## src/rtl/blink_pwm.sv

```systemverilog
// Prescaled wrap-programmable counter with MSB blink, terminal-count pulse
// and double-buffered PWM channels loaded on every wrap or clear.
module blink_pwm #(
    parameter int WIDTH    = 22,
    parameter int CHANNELS = 4,
    parameter int PRESCALE = 1,
    localparam int AW = (CHANNELS > 1) ? $clog2(CHANNELS) : 1
) (
    input  logic                CLK,
    input  logic                RESETN,
    input  logic                EN,
    input  logic                CLR,
    input  logic [WIDTH-1:0]    TOP,
    input  logic                WE,
    input  logic [AW-1:0]       WADDR,
    input  logic [WIDTH-1:0]    WDATA,
    output logic [WIDTH-1:0]    O,
    output logic                TC,
    output logic [CHANNELS-1:0] PWM,
    output logic                MSB
);

    localparam int PSW = (PRESCALE > 1) ? $clog2(PRESCALE) : 1;
    localparam logic [PSW-1:0] PS_LAST = PSW'(PRESCALE - 1);

    logic [PSW-1:0]      r_ps;
    logic [WIDTH-1:0]    r_o;
    logic                r_tc;
    logic [CHANNELS-1:0] r_pwm;
    logic [WIDTH-1:0]    r_sh  [CHANNELS];
    logic [WIDTH-1:0]    r_act [CHANNELS];

    logic                w_tick;
    logic                w_wrap;
    logic [31:0]         w_waddr;
    logic [PSW-1:0]      w_ps_nxt;
    logic [WIDTH-1:0]    w_o_nxt;
    logic [CHANNELS-1:0] w_pwm_nxt;
    logic [WIDTH-1:0]    w_sh_nxt  [CHANNELS];
    logic [WIDTH-1:0]    w_act_nxt [CHANNELS];

    assign w_waddr = 32'(WADDR);

    // PWM is compared against next-state O/ACT so it moves with O
    always_comb begin
        w_tick = EN && (r_ps == PS_LAST);
        w_wrap = w_tick && (r_o >= TOP);

        w_ps_nxt = r_ps;
        if (CLR || w_tick)
            w_ps_nxt = '0;
        else if (EN)
            w_ps_nxt = r_ps + 1'b1;

        w_o_nxt = r_o;
        if (CLR || w_wrap)
            w_o_nxt = '0;
        else if (w_tick)
            w_o_nxt = r_o + 1'b1;

        w_pwm_nxt = '0;
        for (int ch = 0; ch < CHANNELS; ch++) begin
            w_sh_nxt[ch] = r_sh[ch];
            if (WE && (w_waddr == 32'(ch)))
                w_sh_nxt[ch] = WDATA;
            w_act_nxt[ch] = r_act[ch];
            if (CLR || w_wrap)
                w_act_nxt[ch] = w_sh_nxt[ch];
            w_pwm_nxt[ch] = (w_o_nxt < w_act_nxt[ch]);
        end
    end

    always_ff @(posedge CLK or negedge RESETN) begin
        if (!RESETN) begin
            r_ps  <= '0;
            r_o   <= '0;
            r_tc  <= 1'b0;
            r_pwm <= '0;
            for (int ch = 0; ch < CHANNELS; ch++) begin
                r_sh[ch]  <= '0;
                r_act[ch] <= '0;
            end
        end else begin
            r_ps  <= w_ps_nxt;
            r_o   <= w_o_nxt;
            r_tc  <= w_wrap && !CLR;
            r_pwm <= w_pwm_nxt;
            for (int ch = 0; ch < CHANNELS; ch++) begin
                r_sh[ch]  <= w_sh_nxt[ch];
                r_act[ch] <= w_act_nxt[ch];
            end
        end
    end

    assign O   = r_o;
    assign TC  = r_tc;
    assign PWM = r_pwm;
    assign MSB = r_o[WIDTH-1];

endmodule

```

## config.mk

```make
export PLATFORM = sky130hd
export DESIGN_NAME = blink_pwm
export DESIGN_NICKNAME = d
export VERILOG_FILES = /design/src/rtl/blink_pwm.sv
export SDC_FILE = /design/constraint.sdc
export NUM_CORES = 1
export LEC_CHECK = 0
export ABC_AREA = 1
export BUFFER_PORTS_ARGS = -buffer_cell sky130_fd_sc_hd__buf_4
export CAP_MARGIN = 25
export CORE_ASPECT_RATIO = 0.9
export CORE_MARGIN = 3
export CORE_UTILIZATION = 30
export CTS_BUF_LIST = sky130_fd_sc_hd__clkbuf_8
export DETAILED_ROUTE_END_ITERATION = 10
export SYNTH_ARGS = -nofsm -noshare
export SYNTH_HDL_FRONTEND = slang
export SYNTH_SLANG_ARGS = --single-unit
```

## constraint.sdc

```tcl
create_clock -name CLK -period 3.8 [get_ports CLK]
set_input_delay 0.76 -clock CLK [delete_from_list [all_inputs] [get_ports CLK]]
set_output_delay 0.76 -clock CLK [all_outputs]
set_load 0.02 [all_outputs]
```

Word level (Yosys, flattened, before mapping):

Index checks and enable logic that the tools add are counted.

* bits of input ports: 51
* word-level logic and storage cells: 47
* output and inout port bits: 28
* flip-flop bits (word level): 204

* add/subtract/negate cells: 2
* equality and inequality tests: 3
* bitwise operators: 1
* magnitude comparators: 5
* reductions and logical operators: 12
* muxes and demuxes: 12

Operators with widths (number)
* two-way mux 22 bit: 10
* < comparator 22 bit: 4
* zero test 32 bit: 1
* adder 22 x 1 -> 22 bit, second input constant: 1
* greater-or-equal comparator 22 bit: 1
* logical AND 1 bit: 7
* equality test 2 bit, second input constant: 2
* equality test 2 x 1 -> 1 bit, second input constant: 1
* logical OR 1 bit: 2
* two-way mux 1 bit: 2
* nonzero test 2 bit: 1
* adder 1 bit, second input constant: 1
* zero test 1 bit: 1
* inverter 1 bit: 1

Longest topological paths before layout:

Gate-level depths: netlist of the first run.

* depth in word-level cells: 6
* gate-level depth with buffers: 25
* mapped depth without buffers: 23

Worst setup path before layout of the first run:

OpenSTA, ideal clock, no wires.

* path kind: input -> register
* start: input TOP[21]
* end: register r_pwm[1] (netlist: PWM[1])
* buffers on the path: 2
* data required time: 3.723 ns
* slack: 0.258 ns
* data arrival time: 3.465 ns
* library setup time: 0.077 ns
* cell stages on the path: 21
* cell sequence: inv_1 ha_1 nand2_2 inv_1 nand2_1 nand2_1 a21oi_2 nand4_2 nand2_4 nand2_8 buf_2 buf_2 nor3b_1 ha_1 nand2_1 nor2_1 a211oi_1 o221ai_1 a21oi_1 o21ai_0 a21oi_1

* longest elaborated chain between the ends: 5
* elaborated cells between the ends (all ways): 6
* those cells by class: order compare (2); mux (2); reduce/logical (2)

RTL lines
* start, declared: RTL line 13 `input logic [WIDTH-1:0] TOP,`
* greater-or-equal comparator 22 bit: RTL line 47 `w_wrap = w_tick && (r_o >= TOP);`
* logical AND 1 bit: RTL line 47
* logical OR 1 bit: RTL line 56 `if (CLR || w_wrap)`
* two-way mux 22 bit: RTL line 56
* net w_o_nxt[8]: RTL line 37 `logic [WIDTH-1:0] w_o_nxt;`
* < comparator 22 bit: RTL line 69 `w_pwm_nxt[ch] = (w_o_nxt < w_act_nxt[ch]);`
* net w_pwm_nxt[1]: RTL line 38 `logic [CHANNELS-1:0] w_pwm_nxt;`
* end signal, assigned: RTL line 87 `r_pwm <= w_pwm_nxt;`
* end, declared: RTL line 29 `logic [CHANNELS-1:0] r_pwm;`

The timed path passes the listed nets, and every way through them passes these cells.
A chain may end at the register's enable or synchronous reset.

Final worst setup path of the first run:

* start: register r_o[3] (netlist: O[3])
* end: register r_pwm[3] (netlist: PWM[3])

* longest elaborated chain between the ends: 5
* elaborated cells between the ends (all ways): 8
* those cells by class: add/sub (1); order compare (2); mux (3); reduce/logical (2)

RTL lines
* start, declared: RTL line 27 `logic [WIDTH-1:0] r_o;`
* start signal, assigned: RTL line 85 `r_o <= w_o_nxt;`
* greater-or-equal comparator 22 bit: RTL line 47
* logical AND 1 bit: RTL line 47
* logical OR 1 bit: RTL line 56, 67
* two-way mux 22 bit (on tied branches): RTL line 56, 67
* < comparator 22 bit *: RTL line 69
* net w_pwm_nxt[3]: RTL line 38

The timed path passes the listed nets; every way through them passes the cells marked *.

==> flow_summary.yaml, run 1 <==
run_status:
  status: "finished clean"
clock_network:
  root_buffer: "clkbuf_8"
  cts.reportedPaths.clkPinSlew_ns: 0.06
  cts.sinks: 204
  cts_tree: "done"
  cts_buffers: 37
  clk_path_buf_depth: 3
  cts-resized-gates: 0
  cts_hold_buf: 0
  htree_levels: 2
  post_cts_buffers: 0
  insertion_delay_ns: 0.53
layout:
  multi_input_area_um2: 5380
  synthToLayoutAreaGrowth_pct: 20.0
  fin_area_um2: 13700
  finalNonFillerCells: 1842
  final_core_util_pct: 36.7
  ff_latch_area_um2: 5100
  n_fill_cell: 3769
  antenna_cells: 0
  post_route_cells_drive_above_1_share_pct: 28.6
  nNetsFinal: 1494
synthesis:
  muxShareOfSynthArea_pct: 0
  synth_top_family_by_area: "simple AND/OR/NAND/NOR gates"
  synth-xor-area-share_pct: 0.841
  synth_edf_count: 0
  synthAdderAreaFrac_pct: 11.7
  async_flop_share_pct: 100
  netlist-cell-type-count: 48
  synth_compound_area_share_pct: 17.1
  synthSimpleGateAreaFrac_pct: 17.3
  synth-seq-cells: 204
  synthesis.nets: 1354
  syn-instance-count: 1196
  ys.flop_type: "dfrtp_1"
  syn_avg_cell_area_um2: 9.57
  ys_warn_count: 0
  syn_area_um2: 11400
  yosysSeqAreaShare_pct: 44.6
critical_path:
  critical_path_class: "flop to flop"
  r2r_start: "O[3]"
  cp-start-kind: "flop"
  cp-end-kind: "flop"
  worst_ep_required_time_ns: 4.19
  r2r-end: "PWM[3]"
  ff2ff_path_depth: 19
  critPathMaxFanout: 13
  cp.arrival_ns: 3.80
  r2r_slack_ns: 0.39
die:
  die_w_um: 212
  die_h_um: 191
  core-area_um2: 37500
  io_pins: 79
  initial_core_util_pct: 30.6
  rows: 67
  die_area_um2: 40500
detailed_routing:
  drtIter0Drc: 422
  drc_errors: 0
  num_vias: 8276
  drt-wirelength-per-cell_um: 15.3
  routed_wl_um: 28100
  viasPerCell: 4.49
  ant_nets: 0
  drtPass1Iterations: 5
pwr:
  vdd_drop_max_mv: 0.189
  power.leakage_nw: 6.89
  powerDensity_nw_per_um2: 417
job:
  cap_viol_max_count: 0
sta:
  setup_viol: 0
  hold_viol: 0
  grt_setup_unrepaired: "no"
  fmax_ghz: 0.293
  tightest_slew_ns: 0.832
  fin_crit_sh_pct: 89.7
  layout_min_cycle_time_ns: 3.41
  max-slew-margin-rel_pct: 44.5
  setup_ws_ns: 0.390
  slew_viol_final: 0
  clock_skew_ns: 0.0390
placed_design:
  gp_congestion: 0.844
  dp.cells: 1780
  io_buffers: 78
  dpl.hpwl_um: 20800
  place_area_um2: 13000
  dpl_worst_slack_ns: -0.0741
global_routing:
  gr-usage-all-layers_pct: 14.2
  antenna_found_initial: 0
  grt_max_degree: 100
  grt_pass1_wl_um: 45700
  grt_overflow: 0
  grt_pass1_vias: 8455
worst_hold_path:
  min_path_type: "input port to asynchronous set/reset pin"
[worst max path at each step]
stage	endpoint	slack (ns)	from
floorplan	PWM[1]	0.26	TOP[21]
global placement	PWM[3]	-0.05	TOP[17]
detailed placement	PWM[3]	-0.07	TOP[17]
CTS	PWM[3]	0.32	O[3]
global route	PWM[1]	0.07	O[21]
finish	PWM[3]	0.39	O[3]
[cell usage after synthesis, types with 2 or more instances]
cell type	n	area, um^2
buf_12	5	100
or2_0	2	12.5
and2_1	4	25.0
ha_1	107	1340
nand2_2	7	43.8
o2111ai_1	3	26.3
nand3_1	19	95.1
nand2_1	203	762
or2_1	53	332
nor4_4	2	42.5
inv_2	62	233
nand4_1	11	68.8
buf_2	13	65.1
nor4_1	8	50.1
a21oi_1	49	245
or2_2	33	206
a211oi_1	7	52.6
o21bai_1	3	22.5
nor2_1	40	150
o21ai_2	31	272
nor3_1	6	30.0
a21oi_2	2	17.5
o21ai_0	96	480
xnor2_1	4	35.0
nor2_4	2	22.5
o21ai_4	49	797
clkbuf_1	16	60.1
inv_1	124	465
xor2_1	7	61.3
nor3_4	2	32.5
nor3b_1	2	15.0
o21ai_1	5	25.0
dfrtp_1	204	5100
[placed cells by master, fill, tap and decap left out, types with 6 or more instances in the layout]
cell,instances
nand3_1,19
dfrtp_1,204
nand4_1,11
ha_1,107
xor2_1,7
buf_4,125
o21ai_4,49
a21oi_1,49
clkbuf_8,46
inv_1,134
or2_2,33
nor4_1,8
nand2_1,203
nor3_1,6
buf_12,12
or2_1,53
nor2_1,40
a211oi_1,7
o21ai_2,31
nand2_2,7
inv_2,62
o21ai_0,96
[sequential cells by signal, indices dropped and copies added, names as in the netlist]
name and flops:
r_act 88, r_sh 88, O 22, PWM 4, TC 1, r_ps 1
[area by class of cell]
| type | count | share of cell area [%] |
|---|---|---|
| inverters | 188 | 5.18 |
| clock buffers | 45 | 4.51 |
| repair buffers | 138 | 8.68 |
| well taps | 483 | 4.40 |
| flip-flops and latches | 204 | 37.2 |
| multi-input cells | 767 | 39.1 |
| clock inverters | 17 | 0.920 |
[stage by stage]
step / total power, mW / hold slack, ns / TNS (ns)
floorplan: 3.33 / 0.462 / 0
finish: 5.73 / 0.344 / 0
global placement: 3.64 / 0.490 / -0.0542
global route: 6.09 / 0.356 / 0
detailed placement: 3.67 / 0.492 / -0.0741
CTS: 5.82 / 0.355 / 0
[cell families (layout without fill, tap and decap cells)]
logic type	Yosys count	count (layout)
AO/OA/AOI/OAI	248	248
XOR/XNOR	11	11
adder cells (fa/ha/maj)	107	107
buffers and inverters	225	388
flip-flops	204	204
AND/OR/NAND/NOR	401	401
[power breakdown]
group / internal [mW] / switching (mW)
logic: 0.420 / 0.673
clock network: 1.20 / 0.903
registers: 2.46 / 0.0708
total: 4.08 / 1.65
[critical path, cell delays in order, from the launching register on]
cell     delay (ns)
dfrtp_1        0.47
ha_1           0.34
nand2_1        0.07
nor2_1         0.05
nand2_1        0.06
nand3_1        0.09
nand2_1        0.09
nand4_2        0.12
nand2_4        0.11
nand2_8        0.10
inv_6          0.21
buf_12         0.19
buf_4          0.15
o21ai_4        0.06
ha_1           0.29
nand2_1        0.04
nor2_1         0.17
nand4_1        0.16
nor4_1         0.36
a21oi_1        0.12
[per-layer routing]
layer | vias up | GRT usage, % | part of all wire, %
li1 | 4152 | - | -
met1 | 3921 | 20.2 | 49
met2 | 167 | 22.3 | 44
met3 | 36 | 2.66 | 4.5
met4 | 0 | 3.48 | 1.9
met5 | - | 0 | 0
No activity file was read; power rests on OpenSTA's default activity.
==> inputs of run 2 (changes only) <==
Settings changed: ABC_AREA 1 to default, CELL_PAD_IN_SITES_DETAIL_PLACEMENT from default to 1, CELL_PAD_IN_SITES_GLOBAL_PLACEMENT from default to 1, PLACE_DENSITY_LB_ADDON from default to 0.1, RECOVER_POWER from default to 50.
==> flow_summary.yaml, run 2 <==
layout:
  layout_commonest_cell: "buf_4"
  final_cell_mix: "buf_4, dfrtp_1, mux2_2, ha_1, mux2i_1"
  multi_input_area_um2: 6400
  fin_area_um2: 15100
  nNetsFinal: 1291
  ff_latch_area_um2: 5100
  antenna_cells: 0
  final_core_util_pct: 40.5
  post_route_cells_drive_above_1_share_pct: 47.3
  synthToLayoutAreaGrowth_pct: 32.6
  n_fill_cell: 3979
sta:
  grt_setup_unrepaired: "yes"
  fin_crit_sh_pct: 105
  setup_ws_ns: -0.173
  slew_viol_final: 163
  layout_min_cycle_time_ns: 3.97
  fmax_ghz: 0.252
  clock_skew_ns: 0.0321
  max-slew-margin-rel_pct: -37.2
  setup_viol: 4
  tightest_slew_ns: 2.06
  hold_viol: 0
  fin_setup_tns_ns: -0.573
global_routing:
  antenna_found_initial: 0
  grt_max_degree: 77
  grt_pass1_vias: 8623
  grt_pass1_wl_um: 51600
  grt_overflow: 0
  gr-usage-all-layers_pct: 16.8
detailed_routing:
  drc_errors: 0
  drtIter0Drc: 313
  routed_wl_um: 33000
  viasPerCell: 4.79
  drtPass1Iterations: 4
  num_vias: 7887
  ant_nets: 0
  drt-wirelength-per-cell_um: 20.0
pwr:
  p_seq_share_pct: 40.9
  power.share.combinational_pct: 23.3
  p_int_mw: 4.80
  p_total_mw: 6.73
  vdd_drop_max_mv: 0.206
  power.leakage_nw: 7.36
  swShare_pct: 28.7
  powerDensity_nw_per_um2: 445
  clkPwrFrac_pct: 35.8
  p_switching_mw: 1.93
placed_design:
  dpl_worst_slack_ns: -0.934
  place_area_um2: 13900
  dpl.hpwl_um: 24300
  gp_congestion: 0.786
  io_buffers: 78
run_status:
  status: "finished with violations"
  violations: "max-capacitance violations, max-slew violations, negative setup slack"
synthesis:
  synthesis.nets: 1045
  yosysTopAreaCellShare_pct: 44.8
  synth_edf_count: 0
  synth-seq-cells: 204
  yosysMostFrequentCell: "dfrtp_1"
  ys_top_cells_by_count: "dfrtp_1, mux2_2, ha_1"
  syn_avg_cell_area_um2: 12.9
  syn_area_um2: 11400
  synth.largest_area_cell: "dfrtp_1"
  syn-instance-count: 887
  ys.flop_type: "dfrtp_1"
  netlist-cell-type-count: 44
  async_flop_share_pct: 100
  synth_area_leaders: "dfrtp_1, mux2_2, ha_1, mux2i_1, mux2_4"
  ys_warn_count: 0
  yosysSeqAreaShare_pct: 44.8
critical_path:
  critPathMaxFanout: 17
  cp-end-kind: "flop"
  worst_ep_required_time_ns: 4.29
  cp.arrival_ns: 4.46
  cp-start-kind: "input port"
  r2r_slack_ns: -0.17
  critical_path_class: "input port to flop"
clock_network:
  cts_hold_buf: 0
  cts_tree: "done"
  cts.reportedPaths.clkPinSlew_ns: 0.06
  root_buffer: "clkbuf_8"
  cts.sinks: 204
  htree_levels: 2
  insertion_delay_ns: 0.57
  clk_path_buf_depth: 3
  cts_buffers: 40
die:
  die_h_um: 191
  die_w_um: 212
  rows: 67
  die_area_um2: 40400
  initial_core_util_pct: 30.5
  io_pins: 79
  core-area_um2: 37400
worst_hold_path:
  min_path_type: "input port to flop"
job:
  cap_viol_max_count: 3
-- run 2: cell types whose count changed in the layout (fill, tap and decap cells not counted), moves of 24 or more --
cell     previous run  this run
nand2_1           203        27
mux2_2              0       116
inv_1             134        28
buf_4             125       212
o21ai_0            96        10
mux2i_1             0        67
inv_2              62         2
or2_1              53         0
mux2_4              0        52
o21ai_4            49         0
or2_2              33         1
o21ai_2            31         2
a21oi_1            49        25
-- run 2: through the flow --
step / std cells / hold WS (ns)
5_1_grt: 1648 / 0.339
3_5_place_dp: 1561 / 0.493
2_1_floorplan: 887 / 0.464
6_report: 1648 / 0.371
4_1_cts: 1644 / 0.227
3_3_place_gp: 1561 / 0.488
-- run 2: kinds of logic after synthesis --
family / synth area share [%]
xor gates and xnor gates: 1.61
muxes: 26.5
DFF: 44.8
and+or+nand+nor: 6.48
AOI/OAI and AO/OA: 5.01
adders and majority gates: 11.7
buffers and inverters: 3.86
-- run 2: power groups by stage --
stage | Clock, mW | Sequential, mW | Combinational (mW)
after floorplan | 0 | 2.73 | 1.03
after global placement | 0 | 2.76 | 1.50
after detailed placement | 0 | 2.77 | 1.52
after CTS | 2.52 | 2.75 | 1.58
after global routing | 2.63 | 2.80 | 1.74
final | 2.41 | 2.75 | 1.57
-- run 2: layout make-up --
cell class,count,area share [%]
multi-input combinational,624,42.3
sequential,204,33.8
timing repair buffer,238,13.3
clock buffer,56,5.10
tap,483,4.00
inverter,25,0.769
clock inverter,18,0.761
-- run 2: worst paths after layout --
check,depth (start not counted),startpoint,endpoint
worst min-delay path,2,EN,r_ps
max in group asynchronous,2,RESETN,r_act[47]
worst max-delay path,13,WADDR[0],PWM[1]
worst min register to register,1,r_act[65],r_act[65]
min in group asynchronous,1,RESETN,r_sh[7]
worst max register to register,20,O[11],PWM[1]
-- run 2: layer usage --
layer	wire length, um	up-vias	global-route usage [%]
met4	521	0	4.04
li1	-	3752	-
met5	0	-	0
met1	17100	3980	25.4
met3	1230	35	2.79
met2	14100	120	24.8
-- run 2: worst max-delay path, cell delays in order --
cell	delay, ns
buf_4	0.13
nand3b_1	0.07
clkbuf_1	1.34
mux2_2	0.50
mux2i_4	0.18
ha_4	0.23
and3_4	0.19
a221oi_4	0.29
o21ai_1	0.11
a221o_1	0.34
a21oi_2	0.11
o21ai_1	0.07
a21oi_1	0.12
-- run 2: timing repair --
item	in CTS	in global routing
gates cloned	2	0
resized for setup	23	35
setup endpoints to repair	4	4
pin swaps	8	13
buffers inserted	7	5
